**src/rtl/eth_tx_framer.sv**
```systemverilog
// GMII-side Ethernet TX framer: preamble/SFD, payload, optional zero pad, CRC-32 FCS, IFG.
// Build option: define ETH_TX_PAD_EN to zero-pad short frames up to MIN_FRAME bytes.
module eth_tx_framer #(
  parameter int PREAMBLE_LEN = 7,
  parameter int MIN_FRAME    = 60,
  parameter int IFG_BYTES    = 12
) (
  input  logic       clk,
  input  logic       rst_n,
  input  logic [7:0] i_data,
  input  logic       i_valid,
  input  logic       i_last,
  output logic       o_ready,
  output logic [7:0] o_tx_data,
  output logic       o_tx_en,
  output logic       o_busy,
  output logic       o_frame_done,
  output logic       o_underrun
);

  typedef enum logic [2:0] {
    IDLE,
    PREAMBLE,
    SFD,
    PAYLOAD,
`ifdef ETH_TX_PAD_EN
    PAD,
`endif
    FCS,
    IFG
  } state_t;

`ifdef ETH_TX_PAD_EN
  localparam bit PAD_EN = 1'b1;
`else
  localparam bit PAD_EN = 1'b0;
`endif

  localparam logic [15:0] PRE_N   = 16'(PREAMBLE_LEN);
  localparam logic [15:0] IFG_N   = 16'(IFG_BYTES);
  localparam logic [10:0] MIN_CNT = 11'(MIN_FRAME);

  state_t      st;
  logic [15:0] ph;
  logic [10:0] byte_cnt;
  logic [31:0] crc;
  logic        corrupt;
  logic        short_frame;

  function automatic logic [31:0] crc_byte(input logic [31:0] c, input logic [7:0] d);
    logic [31:0] r;
    r = c ^ {24'h0, d};
    for (int i = 0; i < 8; i++) begin
      r = r[0] ? ((r >> 1) ^ 32'hEDB8_8320) : (r >> 1);
    end
    return r;
  endfunction

  function automatic logic [10:0] sat_inc(input logic [10:0] c);
    return (c == 11'h7FF) ? c : c + 11'd1;
  endfunction

  // bad=1 sends the raw register, i.e. the complement of the true FCS
  function automatic logic [7:0] fcs_byte(input logic [31:0] c, input logic bad,
                                          input logic [1:0] idx);
    logic [31:0] w;
    w = bad ? c : ~c;
    w = w >> {idx, 3'b000};
    return w[7:0];
  endfunction

  assign short_frame = PAD_EN && (byte_cnt < MIN_CNT);

  always_ff @(posedge clk or negedge rst_n) begin
    if (!rst_n) begin
      st           <= IDLE;
      ph           <= 16'd0;
      byte_cnt     <= 11'd0;
      crc          <= 32'hFFFF_FFFF;
      corrupt      <= 1'b0;
      o_ready      <= 1'b0;
      o_tx_data    <= 8'h00;
      o_tx_en      <= 1'b0;
      o_busy       <= 1'b0;
      o_frame_done <= 1'b0;
      o_underrun   <= 1'b0;
    end else begin
      o_frame_done <= 1'b0;
      o_underrun   <= 1'b0;
      unique case (st)
        IDLE: begin
          if (i_valid) begin
            st        <= PREAMBLE;
            ph        <= 16'd1;
            crc       <= 32'hFFFF_FFFF;
            byte_cnt  <= 11'd0;
            corrupt   <= 1'b0;
            o_tx_data <= 8'h55;
            o_tx_en   <= 1'b1;
            o_busy    <= 1'b1;
          end
        end
        PREAMBLE: begin
          if (ph == PRE_N) begin
            st        <= SFD;
            o_tx_data <= 8'hD5;
            o_ready   <= 1'b1;
          end else begin
            ph <= ph + 16'd1;
          end
        end
        // o_ready low here means the last byte is already on the line
        SFD, PAYLOAD: begin
          if (o_ready) begin
            if (i_valid) begin
              st        <= PAYLOAD;
              o_tx_data <= i_data;
              crc       <= crc_byte(crc, i_data);
              byte_cnt  <= sat_inc(byte_cnt);
              if (i_last) o_ready <= 1'b0;
            end else begin
              st         <= FCS;
              ph         <= 16'd1;
              corrupt    <= 1'b1;
              o_ready    <= 1'b0;
              o_underrun <= 1'b1;
              o_tx_data  <= fcs_byte(crc, 1'b1, 2'd0);
            end
          end else if (short_frame) begin
`ifdef ETH_TX_PAD_EN
            st        <= PAD;
            o_tx_data <= 8'h00;
            crc       <= crc_byte(crc, 8'h00);
            byte_cnt  <= sat_inc(byte_cnt);
`endif
          end else begin
            st        <= FCS;
            ph        <= 16'd1;
            o_tx_data <= fcs_byte(crc, corrupt, 2'd0);
          end
        end
`ifdef ETH_TX_PAD_EN
        PAD: begin
          if (short_frame) begin
            o_tx_data <= 8'h00;
            crc       <= crc_byte(crc, 8'h00);
            byte_cnt  <= sat_inc(byte_cnt);
          end else begin
            st        <= FCS;
            ph        <= 16'd1;
            o_tx_data <= fcs_byte(crc, corrupt, 2'd0);
          end
        end
`endif
        FCS: begin
          if (ph == 16'd4) begin
            st           <= IFG;
            ph           <= 16'd1;
            o_tx_en      <= 1'b0;
            o_tx_data    <= 8'h00;
            o_frame_done <= 1'b1;
          end else begin
            o_tx_data <= fcs_byte(crc, corrupt, ph[1:0]);
            ph        <= ph + 16'd1;
          end
        end
        IFG: begin
          if (ph == IFG_N) begin
            st     <= IDLE;
            ph     <= 16'd0;
            o_busy <= 1'b0;
          end else begin
            ph <= ph + 16'd1;
          end
        end
        default: st <= IDLE;
      endcase
    end
  end

endmodule

```
**config.mk**
```make
export PLATFORM = sky130hd
export DESIGN_NAME = eth_tx_framer
export DESIGN_NICKNAME = d
export VERILOG_FILES = /design/src/rtl/eth_tx_framer.sv
export SDC_FILE = /design/constraint.sdc
export NUM_CORES = 1
export LEC_CHECK = 0
export CAP_MARGIN = 20
export CORE_MARGIN = 5
export CORE_UTILIZATION = 55
export CTS_BUF_LIST = sky130_fd_sc_hd__clkbuf_4 sky130_fd_sc_hd__clkbuf_8
export CTS_CLUSTER_DIAMETER = 100
export DETAILED_ROUTE_END_ITERATION = 16
export GPL_TIMING_DRIVEN = 0
export PLACE_DENSITY = 0.74
export SLEW_MARGIN = 10
export SYNTH_ARGS = -nofsm -noshare
export SYNTH_HDL_FRONTEND = slang
export SYNTH_SLANG_ARGS = --single-unit
```
**constraint.sdc**
```tcl
create_clock -name clk -period 3.3 [get_ports clk]
set_clock_uncertainty 0.15 [all_clocks]
set_input_delay 0.825 -clock clk [delete_from_list [all_inputs] [get_ports clk]]
set_output_delay 0.825 -clock clk [all_outputs]
set_load 0.005 [all_outputs]
```
==> flow_summary.ini <==
[sta]
slew_headroom_pct = 31.05
finalCriticalPeriod_ns = 3.181
setup_ws_ns = 0.1192
fin_hold_ws_ns = 0.3402
tightest_slew_ns = 1.025
rsz0062_at_grt = no
hold_viol = 0
clock.fmax_mhz = 314.4
period_share_pct = 96.39
setup_viol = 0
drv_slew = 0

[place]
place_area_mm2 = 0.004497
place_ws_ns = -0.4766
dp_hpwl_mm = 7.296
gp_congestion = 0.8630
io_buffers = 24

[drt]
ant_nets = 0
route.detailed.drc = 0
dr.pass1.iters = 5
initialDrtViolationCount = 272
vias_per_cell = 6.062
wl_per_cell_um = 18.21
route.vias.total = 3437
wirelength_mm = 10.32

[clock_network]
tritoncts = built
cts_buffers = 9
clk_pin_slew_ns = 0.07
root_buffer = clkbuf_8
cts_max_path_buffers = 2
clk_latency_ns = 0.34
htreeDepth = 3
clock-sinks = 65

[logic_synthesis]
async_flop_share_pct = 100.0
synth.distinct_cells = 55
postSynthCellCount = 428
synth_warnings = 0
synth_ff_type = dfrtp_1
synth.avg_cell_area_um2 = 9.662
syn_area_mm2 = 0.004135
ys_seq_elements = 65
yosysSeqAreaShare_pct = 40.30
synth_edf_count = 0
synth_nets = 442

[cells_and_area]
final_common_cell = xnor2_1
fill_cells = 616
drive_above_1_share_pct = 15.81
final_util_pct = 64.24
final_area_mm2 = 0.004684
syn2layout_area_growth_pct = 13.28
layout_common_cells = 55 x xnor2_1, 47 x a21oi_1, 41 x nor2_1, 33 x dfrtp_1, 32 x dfstp_2
finalNetCount = 477
diodes = 0

[grt]
grt_usage_pct = 22.55
grt_pass1_wl_mm = 17.22
grt-ovfl-total = 0
grt_max_degree = 66
first_global_vias = 3312
antenna_found_initial = 0

[setup_path]
crit_type = in2reg
arrival_ns = 3.29
crit_path_start_kind = input port
path_buf_inv = 1
end_kind = register
cp_slowest_stage_delay_ns = 0.70
critPathTopFamily = XOR/XNOR gates
crit_path_max_fanout = 9
required_ns = 3.41
crit_chain = clkdlybuf4s50_1 > xnor2_1 > xnor2_2 > xnor3_1 > xor2_1 > a31oi_1
cp_slowest_cell = xnor2_1

[hold_path]
hold_path.class = reg2reg

[run_status]
outcome = completed

[die]
io-pin-count = 25
rows = 31
start_util_pct = 56.71
die_w_um = 96.71
design.core.area_mm2 = 0.007292
dieArea_mm2 = 0.009353
fp.dieH_um = 96.71

[power]
power_leakage_nw = 1.796
powerDensity_mw_per_mm2 = 940.6
peakVddDrop_mv = 0.3683

[job]
cap_violations = 0
## worst paths after layout
path	startpoint	end	slack (ns)	cells after the start
min	o_tx_data[7]	o_tx_data[7]	0.34	1
max reg2reg	ph[0]	o_tx_data[0]	0.43	9
min reg2reg	o_tx_data[7]	o_tx_data[7]	0.34	1
min in group asynchronous	rst_n	o_tx_data[3]	0.43	1
max	i_data[7]	crc[24]	0.12	6
max in group asynchronous	rst_n	ph[1]	2.01	1
## area by class of cell
class | count | area (um^2) | area share [%]
buffer | 22 | 86.33 | 1.843
clock buffer | 13 | 166.4 | 3.552
multi-input combinational | 324 | 2325 | 49.63
inverter | 17 | 63.81 | 1.362
timing repair buffer | 24 | 237.7 | 5.075
tap | 99 | 123.9 | 2.644
clock inverter | 3 | 15.01 | 0.3205
sequential | 65 | 1667 | 35.58
## routing by layer
layer,vias up,part of all wire [%],global-route usage (%)
li1,1592,-,-
met3,16,6.1,6.331
met5,-,0,0
met4,0,1.3,6.587
met2,119,45,32.70
met1,1710,47,32.86
## timing repair
action	CTS	global route
hold buffers	0	0
endpoints found under the setup margin	20	15
buffers inserted	0	0
resized for setup	2	3
## per-stage QoR
step | power, mW | instances | TNS, ns
after detailed placement | 3.744 | 551 | -10.03
after global routing | 4.712 | 567 | 0
after floorplan | 3.138 | 428 | 0
after global placement | 3.683 | 551 | -41.69
final | 4.406 | 567 | 0
after CTS | 4.388 | 567 | 0
## power breakdown
part           leakage, nW  switching, mW  internal (mW)
Combinational        0.932           1.36           1.13
Sequential           0.764          0.197           1.08
Clock                0.100          0.309          0.327
Total                 1.80           1.86           2.54
## synth_stat cells, types with 3 or more instances
cell type	n	share of area (%)
dfrtp_1	33	20
or3_1	3	0.45
a21oi_1	47	5.7
buf_1	3	0.27
o21ai_0	14	1.7
clkbuf_1	19	1.7
and4_1	4	0.85
nand3_1	6	0.73
nor2_1	42	3.8
nor2b_1	5	0.76
xnor2_1	55	12
o22ai_1	6	0.91
o22a_1	5	1.1
nand2b_1	4	0.61
or2_2	3	0.45
nor3_1	4	0.48
inv_1	17	1.5
a222oi_1	3	0.73
nand2_1	20	1.8
a221o_1	4	0.97
nor4_1	6	0.91
dfstp_2	32	20
or4_1	3	0.54
xor2_1	31	6.6
mux4_2	8	4.4
a31oi_1	8	1.2
nand4_1	6	0.91
a32oi_1	3	0.64
## cells by family after synthesis
logic type      share of synthesized area, %
simple gates                           14.58
compound gates                         16.37
xor+xnor                               19.70
flops                                  40.30
buf+inv                                3.540
mux                                    4.902
fa+ha+maj                             0.6050
## registers in the layout (all words and copies together) (netlist names), 3 cells and up
signal     flops
crc           32
ph            16
o_tx_data      8
st             3
No activity file was read; power rests on OpenSTA's default activity.
